<file path="src/rtl/spi_rx_stream_pkg.sv">
// Shared types and constants for the multi-lane SPI receive stream.
package spi_rx_pkg;

  localparam int SAMPLE_RISE = 0;
  localparam int SAMPLE_FALL = 1;

  typedef enum logic [1:0] {
    WAIT_CS,
    IDLE,
    RECV
  } rx_state_e;

  // A counter must be at least one bit wide, even for single-beat words.
  function automatic int beat_cnt_width(input int beats);
    return (beats > 1) ? $clog2(beats) : 1;
  endfunction

endpackage

</file>
<file path="src/rtl/spi_rx_stream_if.sv">
// Word stream (valid/ready) from the SPI receiver toward the pixel pipeline.
interface spi_rx_stream_if #(
  parameter int DATA_WIDTH = 8
);
  logic [DATA_WIDTH-1:0] data_out;
  logic                  sof_out;
  logic                  last_out;
  logic                  data_valid_out;
  logic                  data_ready_in;

  modport master (
    output data_out, sof_out, last_out, data_valid_out,
    input  data_ready_in
  );

  modport slave (
    input  data_out, sof_out, last_out, data_valid_out,
    output data_ready_in
  );
endinterface

</file>
<file path="src/rtl/spi_rx_stream_fifo.sv">
// Small synchronous FIFO with combinational head read; wrap bit on each pointer.
module spi_rx_fifo #(
  parameter int WIDTH = 10,
  parameter int DEPTH = 8
) (
  input  logic             clk,
  input  logic             rst_n,
  input  logic             push,
  input  logic [WIDTH-1:0] push_data,
  input  logic             pop,
  output logic [WIDTH-1:0] pop_data,
  output logic             full,
  output logic             empty
);
  localparam int AW = $clog2(DEPTH);

  logic [WIDTH-1:0] mem [DEPTH];
  logic [AW:0]      wr_ptr_reg;
  logic [AW:0]      rd_ptr_reg;
  logic             do_push;
  logic             do_pop;

  assign empty    = (wr_ptr_reg == rd_ptr_reg);
  assign full     = (wr_ptr_reg[AW] != rd_ptr_reg[AW]) &&
                    (wr_ptr_reg[AW-1:0] == rd_ptr_reg[AW-1:0]);
  assign do_pop   = pop & ~empty;
  // A pop in the same cycle frees the slot the push lands in.
  assign do_push  = push & (~full | do_pop);
  assign pop_data = mem[rd_ptr_reg[AW-1:0]];

  always_ff @(posedge clk) begin
    if (do_push) begin
      mem[wr_ptr_reg[AW-1:0]] <= push_data;
    end
  end

  always_ff @(posedge clk or negedge rst_n) begin
    if (!rst_n) begin
      wr_ptr_reg <= '0;
      rd_ptr_reg <= '0;
    end else begin
      if (do_push) wr_ptr_reg <= wr_ptr_reg + 1'b1;
      if (do_pop)  rd_ptr_reg <= rd_ptr_reg + 1'b1;
    end
  end
endmodule

</file>
<file path="src/rtl/spi_rx_stream.sv">
// Multi-lane SPI peripheral receiver: pin sync, word assembly, framed FIFO output.
// Optional SPI_RX_STREAM_WORD_COUNT_EN adds word_count_out (words pushed this frame).
module spi_rx_stream
  import spi_rx_pkg::*;
#(
  parameter int DATA_WIDTH  = 8,
  parameter int LINES       = 4,
  parameter int SYNC_STAGES = 2,
  parameter int SAMPLE_EDGE = 0,
  parameter int FIFO_DEPTH  = 8
) (
  input  logic             clk_in,
  input  logic             rst_n_in,
  input  logic [LINES-1:0] chip_data_in,
  input  logic             chip_clk_in,
  input  logic             chip_sel_in,
  input  logic             final_pixel_in,
  spi_rx_stream_if.master  stream,
  output logic             overflow_out,
  output logic             frame_err_out,
  input  logic             clear_in,
  output logic             busy_out
`ifdef SPI_RX_STREAM_WORD_COUNT_EN
  ,
  output logic [15:0]      word_count_out
`endif
);
  localparam int BEATS   = DATA_WIDTH / LINES;
  localparam int CNT_W   = beat_cnt_width(BEATS);
  localparam int PIN_W   = LINES + 3;
  localparam int ENTRY_W = DATA_WIDTH + 2;

  typedef struct packed {
    logic                  sof;
    logic                  last;
    logic [DATA_WIDTH-1:0] data;
  } rx_entry_t;

  if (DATA_WIDTH % LINES != 0) begin : g_bad_width
    $error("spi_rx_stream: DATA_WIDTH must be a multiple of LINES");
  end
  if (SYNC_STAGES < 2) begin : g_bad_sync
    $error("spi_rx_stream: SYNC_STAGES must be at least 2");
  end

  // Reset asserts immediately but releases on a clock edge.
  logic [1:0] rst_sync_reg;
  logic       rst_n;
  always_ff @(posedge clk_in or negedge rst_n_in) begin
    if (!rst_n_in) rst_sync_reg <= '0;
    else           rst_sync_reg <= {rst_sync_reg[0], 1'b1};
  end
  assign rst_n = rst_sync_reg[1];

  logic [PIN_W-1:0] sync_reg [SYNC_STAGES];
  logic             dclk_d_reg;
  always_ff @(posedge clk_in or negedge rst_n) begin
    if (!rst_n) begin
      for (int i = 0; i < SYNC_STAGES; i++) sync_reg[i] <= '0;
      dclk_d_reg <= 1'b0;
    end else begin
      sync_reg[0] <= {final_pixel_in, chip_sel_in, chip_clk_in, chip_data_in};
      for (int i = 1; i < SYNC_STAGES; i++) sync_reg[i] <= sync_reg[i-1];
      dclk_d_reg <= sync_reg[SYNC_STAGES-1][LINES];
    end
  end

  logic [PIN_W-1:0] pins_s;
  logic [LINES-1:0] lanes_s;
  logic             dclk_s, cs_s, fp_s, edge_hit;
  assign pins_s  = sync_reg[SYNC_STAGES-1];
  assign lanes_s = pins_s[LINES-1:0];
  assign dclk_s  = pins_s[LINES];
  assign cs_s    = pins_s[LINES+1];
  assign fp_s    = pins_s[LINES+2];
  assign edge_hit = (SAMPLE_EDGE == SAMPLE_FALL) ? (dclk_d_reg & ~dclk_s)
                                                 : (dclk_s & ~dclk_d_reg);

  rx_state_e state_reg, state_next;

  always_ff @(posedge clk_in or negedge rst_n) begin
    if (!rst_n) state_reg <= WAIT_CS;
    else        state_reg <= state_next;
  end

  always_comb begin
    state_next = state_reg;
    case (state_reg)
      WAIT_CS: if (cs_s)  state_next = IDLE;
      IDLE:    if (!cs_s) state_next = RECV;
      RECV:    if (cs_s)  state_next = IDLE;
      default:            state_next = WAIT_CS;
    endcase
  end

  always_comb begin
    busy_out = (state_reg == RECV);
  end

  logic [DATA_WIDTH-1:0] shreg_reg, shreg_next;
  logic [CNT_W-1:0]      beat_reg;
  logic                  sof_pending_reg, push_reg, frame_err_reg;
  rx_entry_t             entry_reg;

  genvar gi;
  for (gi = 0; gi < 1; gi++) begin : g_shift
    if (BEATS == 1) begin : g_single
      assign shreg_next = lanes_s;
    end else begin : g_multi
      assign shreg_next = {shreg_reg[DATA_WIDTH-LINES-1:0], lanes_s};
    end
  end

  always_ff @(posedge clk_in or negedge rst_n) begin
    if (!rst_n) begin
      shreg_reg       <= '0;
      beat_reg        <= '0;
      sof_pending_reg <= 1'b0;
      push_reg        <= 1'b0;
      frame_err_reg   <= 1'b0;
      entry_reg       <= '0;
    end else begin
      push_reg      <= 1'b0;
      frame_err_reg <= 1'b0;
      if (state_reg == IDLE && !cs_s) begin
        sof_pending_reg <= 1'b1;
        beat_reg        <= '0;
      end else if (state_reg == RECV) begin
        // CS rise takes priority over a coincident DCLK edge.
        if (cs_s) begin
          beat_reg      <= '0;
          shreg_reg     <= '0;
          frame_err_reg <= (beat_reg != '0);
        end else if (edge_hit) begin
          shreg_reg <= shreg_next;
          if (beat_reg == CNT_W'(BEATS - 1)) begin
            entry_reg       <= '{sof: sof_pending_reg, last: fp_s, data: shreg_next};
            push_reg        <= 1'b1;
            sof_pending_reg <= 1'b0;
            beat_reg        <= '0;
          end else begin
            beat_reg <= beat_reg + 1'b1;
          end
        end
      end
    end
  end

  rx_entry_t head;
  logic      fifo_full, fifo_empty, pop, drop, overflow_reg;

  assign pop  = ~fifo_empty & stream.data_ready_in;
  assign drop = push_reg & fifo_full & ~pop;

  spi_rx_fifo #(
    .WIDTH (ENTRY_W),
    .DEPTH (FIFO_DEPTH)
  ) u_fifo (
    .clk       (clk_in),
    .rst_n     (rst_n),
    .push      (push_reg),
    .push_data (entry_reg),
    .pop       (pop),
    .pop_data  (head),
    .full      (fifo_full),
    .empty     (fifo_empty)
  );

  // A new drop wins over a simultaneous clear.
  always_ff @(posedge clk_in or negedge rst_n) begin
    if (!rst_n)        overflow_reg <= 1'b0;
    else if (drop)     overflow_reg <= 1'b1;
    else if (clear_in) overflow_reg <= 1'b0;
  end

  assign stream.data_valid_out = ~fifo_empty;
  assign stream.data_out       = fifo_empty ? '0 : head.data;
  assign stream.sof_out        = ~fifo_empty & head.sof;
  assign stream.last_out       = ~fifo_empty & head.last;
  assign overflow_out          = overflow_reg;
  assign frame_err_out         = frame_err_reg;

`ifdef SPI_RX_STREAM_WORD_COUNT_EN
  logic [15:0] word_count_reg;
  always_ff @(posedge clk_in or negedge rst_n) begin
    if (!rst_n) begin
      word_count_reg <= '0;
    end else if (state_reg == IDLE && !cs_s) begin
      word_count_reg <= '0;
    end else if (push_reg && word_count_reg != 16'hFFFF) begin
      word_count_reg <= word_count_reg + 16'd1;
    end
  end
  assign word_count_out = word_count_reg;
`endif

endmodule

</file>
<file path="src/flat_wrapper.sv">
// flat-port wrapper written by rule: the top's interface ports become plain ports
module spi_rx_stream_flat import spi_rx_pkg::*;
#(
  parameter int DATA_WIDTH  = 8,
  parameter int LINES       = 4,
  parameter int SYNC_STAGES = 2,
  parameter int SAMPLE_EDGE = 0,
  parameter int FIFO_DEPTH  = 8
)
  (clk_in, rst_n_in, chip_data_in, chip_clk_in, chip_sel_in, final_pixel_in, overflow_out, frame_err_out, clear_in, busy_out, stream_data_out, stream_sof_out, stream_last_out, stream_data_valid_out, stream_data_ready_in);
  spi_rx_stream_if #(.DATA_WIDTH(DATA_WIDTH)) stream_i ();
  input  logic clk_in;
  input  logic rst_n_in;
  input  logic [LINES-1:0] chip_data_in;
  input  logic chip_clk_in;
  input  logic chip_sel_in;
  input  logic final_pixel_in;
  output logic overflow_out;
  output logic frame_err_out;
  input  logic clear_in;
  output logic busy_out;
  output wire logic [$bits(stream_i.data_out)-1:0] stream_data_out;
  output wire logic [$bits(stream_i.sof_out)-1:0] stream_sof_out;
  output wire logic [$bits(stream_i.last_out)-1:0] stream_last_out;
  output wire logic [$bits(stream_i.data_valid_out)-1:0] stream_data_valid_out;
  input wire logic [$bits(stream_i.data_ready_in)-1:0] stream_data_ready_in;
  assign stream_data_out = stream_i.data_out;
  assign stream_sof_out = stream_i.sof_out;
  assign stream_last_out = stream_i.last_out;
  assign stream_data_valid_out = stream_i.data_valid_out;
  assign stream_i.data_ready_in = stream_data_ready_in;
  spi_rx_stream #(.DATA_WIDTH(DATA_WIDTH), .LINES(LINES), .SYNC_STAGES(SYNC_STAGES), .SAMPLE_EDGE(SAMPLE_EDGE), .FIFO_DEPTH(FIFO_DEPTH)) u_core (.clk_in(clk_in), .rst_n_in(rst_n_in), .chip_data_in(chip_data_in), .chip_clk_in(chip_clk_in), .chip_sel_in(chip_sel_in), .final_pixel_in(final_pixel_in), .stream(stream_i), .overflow_out(overflow_out), .frame_err_out(frame_err_out), .clear_in(clear_in), .busy_out(busy_out));
endmodule
</file>
<file path="config.mk">
export PLATFORM = sky130hd
export DESIGN_NAME = spi_rx_stream_flat
export DESIGN_NICKNAME = d
export VERILOG_FILES = /design/src/rtl/spi_rx_stream_pkg.sv /design/src/rtl/spi_rx_stream_if.sv /design/src/rtl/spi_rx_stream_fifo.sv /design/src/rtl/spi_rx_stream.sv /design/src/flat_wrapper.sv
export SDC_FILE = /design/constraint.sdc
export NUM_CORES = 1
export LEC_CHECK = 0
export BUFFER_PORTS_ARGS = -buffer_cell sky130_fd_sc_hd__clkbuf_2
export CORE_MARGIN = 2
export CORE_UTILIZATION = 60
export DETAILED_ROUTE_END_ITERATION = 10
export MAX_ROUTING_LAYER = met4
export PLACE_DENSITY = 0.8
export SLEW_MARGIN = 15
export SYNTH_ARGS = -nofsm -noshare
export SYNTH_HDL_FRONTEND = slang
export SYNTH_HIERARCHICAL = 1
export SYNTH_SLANG_ARGS = --single-unit
</file>
<file path="constraint.sdc">
create_clock -name clk_in -period 2.6 [get_ports clk_in]
set_clock_uncertainty 0.05 [all_clocks]
set_input_delay 0.65 -clock clk_in [delete_from_list [all_inputs] [get_ports clk_in]]
set_output_delay 0.65 -clock clk_in [all_outputs]
set_load 0.005 [all_outputs]
</file>
==> flow_summary_export.csv <==
group,metric,value,unit
routing,vias_per_cell,5.82,
sta,setup_violations,10,
min_path,hold_path.startpoint,"chip_data_in[2]",
synth,yosysWarnings,6,
die,core,8090,sq um
sta,setup_ws,-0.246,ns
outcome,status,"finished, violations left",
die,rows,33,
synth,syn_nets,278,
setup_path,critPathSlowestCell,"mux4_2",
synth,netlist_area,4950,sq um
die,die_area,8990,sq um
pwr,power.density,1030,nW/um^2
routing,drc,0,
min_path,whs_path_depth,1,
clock_tree,cts_tree,"done",
final_layout,largest_reg_flops,80,
pwr,ir_drop,0.600,mV
min_path,hold_class,"input port to register",
setup_path,worstReg2RegEnd,"u_core/u_fifo/mem[2][0]",
sta,drv_slew,0,
sta,min_period,2.85,ns
routing,drt_wl_total,9170,um
job,drv_cap,0,
setup_path,r2r_cells,8,
setup_path,endpoint_kind,"output pin",
setup_path,path_class,"register to output pin",
synth,synth_seq_cells,126,
global_routing,antenna_found_initial,0,
final_layout,areaGrowthSynthToFinish,20.4,%
setup_path,cp.arrival,2.15,ns
min_path,min_to,"u_core/sync_reg[9]",
placed_design,io_buffers,24,
routing,drt_iter0_drc,190,
clock_tree,root_buffer,"clkbuf_8",
clock_tree,htree_levels,4,
routing,routedWlPerCell,21.2,um
routing,ant_nets,0,
synth,avgSynthCellArea,18.7,sq um
global_routing,grt_use_total,0.238,
final_layout,diodes,0,
setup_path,path_cells,"buf_12, mux4_2, mux2_2, nor2b_1, clkbuf_2",
die,fp.dieW,94.8,um
clock_tree,cts-buffers-inserted,17,
sta,tns,-2.16,ns
sta,finalCritPeriodShare,1.09,
final_layout,finalNetCount,328,
global_routing,grt_pass1_wl,14300,um
global_routing,grt_max_degree,45,
die,io_pins,25,
sta,rsz0062_at_grt,"yes",
placed_design,dp_hpwl,5040,um
setup_path,crit_family,"multiplexers",
sta,fmax,351,MHz
sta,hold_viol,0,
synth,netlist-cell-type-count,41,
final_layout,drive_gt1_frac,0.393,
routing,num_vias,2518,
setup_path,cp.required,1.90,ns
global_routing,overflow,0,
clock_tree,clk-insertion-delay-late,0.51,ns
synth,syn-instance-count,265,
setup_path,r2r_slack,0.17,ns
setup_path,startpoint_type,"register",
setup_path,cp_max_fo,13,
clock_tree,clk_pin_slew,0.06,ns
placed_design,place_congestion,0.735,
setup_path,critPathBufInv,2,
clock_tree,clock_sinks,126,
pwr,p_leak,2.38,nW
sta,slew_headroom,0.396,
final_layout,final_cell_mix,"edfxtp_1 (80), dfrtp_1 (43), clkbuf_2 (24)",
synth,yosysSeqAreaShare,0.718,
clock_tree,clockBufferDepth,2,
routing,dr.pass1.iters,4,
final_layout,final_common_cell,"edfxtp_1",
setup_path,r2r_start,"u_core/u_fifo/rd_ptr_reg[0]",
pwr,total_power,6.13,mW
setup_path,cpPeakStageDelay,0.52,ns
die,start_util,0.612,
outcome,violations,"setup timing",
sta,holdWs,0.191,ns
global_routing,first_global_vias,2603,
sta,worstMarginPinSlew,0.906,ns
die,die_h,94.8,um
-- kinds of logic (layout without fill, tap and decap cells) --
kind of cell    Yosys count  count (layout)  synth area share
flops                   126             126             0.718
simple gates             48              48            0.0561
mux                      43              43             0.149
buf+inv                  18              81            0.0232
compound gates           17              17            0.0273
xor+xnor                 10              10            0.0207
fa+ha+maj                 2               2           0.00505
other cells               1               1          0.000757
-- through the flow --
step / util / setup WS [ns] / instances / cell area (sq um)
5_1_grt: 0.737 / -0.324 / 433 / 5960
6_report: 0.737 / -0.246 / 433 / 5960
3_5_place_dp: 0.649 / 0.228 / 397 / 5250
2_1_floorplan: - / -0.101 / 265 / 4960
4_1_cts: 0.738 / -0.264 / 434 / 5970
3_3_place_gp: 0.649 / 0.283 / 397 / 5250
-- power breakdown --
group,switching [mW],internal [mW],leakage [nW]
clock network,0.842,1.59,0.318
logic,0.572,0.765,0.708
registers,0.122,2.24,1.36
total,1.54,4.59,2.38
-- what timing repair did --
| item | CTS | global route |
|---|---|---|
| gates cloned | 1 | 1 |
| hold endpoints to repair | 2 | 0 |
| setup buffers | 3 | 0 |
| hold buffers | 1 | 0 |
| gates resized for setup | 8 | 7 |
| pin swaps | 0 | 3 |
| setup endpoints to repair | 11 | 21 |
-- cell usage after synthesis --
library cell,count,share of area
buf_6,5,0.011
o211ai_1,1,0.0015
mux2i_1,1,0.0020
nand2_1,7,0.0053
conb_1,1,0.00076
o31ai_2,1,0.0025
nor4_1,1,0.0013
o21ai_1,1,0.0010
a2bb2oi_1,1,0.0018
xnor2_1,7,0.012
inv_1,5,0.0038
buf_4,2,0.0030
buf_1,1,0.00076
nor3_1,4,0.0040
nor2b_1,14,0.018
o311ai_1,2,0.0035
o21ai_0,2,0.0020
mux2_4,8,0.024
mux2_2,14,0.032
or4_1,1,0.0015
nand4_1,2,0.0025
or3b_4,1,0.0023
nand3_1,1,0.0010
ha_1,2,0.0051
a21boi_0,1,0.0015
nand4bb_4,1,0.0056
xnor2_2,2,0.0066
mux4_2,20,0.091
xor2_1,1,0.0018
dfrtp_1,46,0.23
o31ai_1,1,0.0015
a22o_1,5,0.0088
o22ai_1,1,0.0013
buf_2,2,0.0020
o311ai_0,1,0.0018
nand3_2,1,0.0020
clkbuf_1,3,0.0023
edfxtp_1,80,0.49
nor2_1,12,0.0091
nand2b_1,2,0.0025
and3_1,1,0.0013
-- cell type report --
| type | instances | area, sq um |
|---|---|---|
| repair buffers | 44 | 297 |
| inverters | 5 | 18.8 |
| well taps | 105 | 131 |
| clock inverters | 8 | 81.3 |
| flip-flops and latches | 126 | 3560 |
| multi-input cells | 121 | 1320 |
| fillers | 499 | 2130 |
| clock buffers | 24 | 557 |
-- worst max-delay path by stage --
| stage | start | endpoint | slack [ns] | depth (start not counted) |
|---|---|---|---|---|
| floorplan | u_core/u_fifo/wr_ptr_reg[2] | u_core/u_fifo/mem[3][0] | -0.10 | 9 |
| global placement | u_core/u_fifo/rd_ptr_reg[0] | stream_data_out[4] | 0.28 | 5 |
| detailed placement | u_core/u_fifo/rd_ptr_reg[0] | stream_data_out[0] | 0.23 | 5 |
| CTS | u_core/u_fifo/rd_ptr_reg[0] | stream_data_out[6] | -0.26 | 5 |
| global route | u_core/u_fifo/rd_ptr_reg[0] | stream_data_out[3] | -0.32 | 5 |
| finish | u_core/u_fifo/rd_ptr_reg[0] | stream_data_out[5] | -0.25 | 5 |
-- per-layer routing --
layer	share of wire	wire (um)	GRT usage	vias up
li1	-	-	-	1116
met2	0.54	4950	0.384	82
met4	0.020	187	0.106	0
met1	0.39	3590	0.286	1304
met3	0.049	446	0.0623	16
met5	0	0	-	-
(Power assumes the default switching activity.)
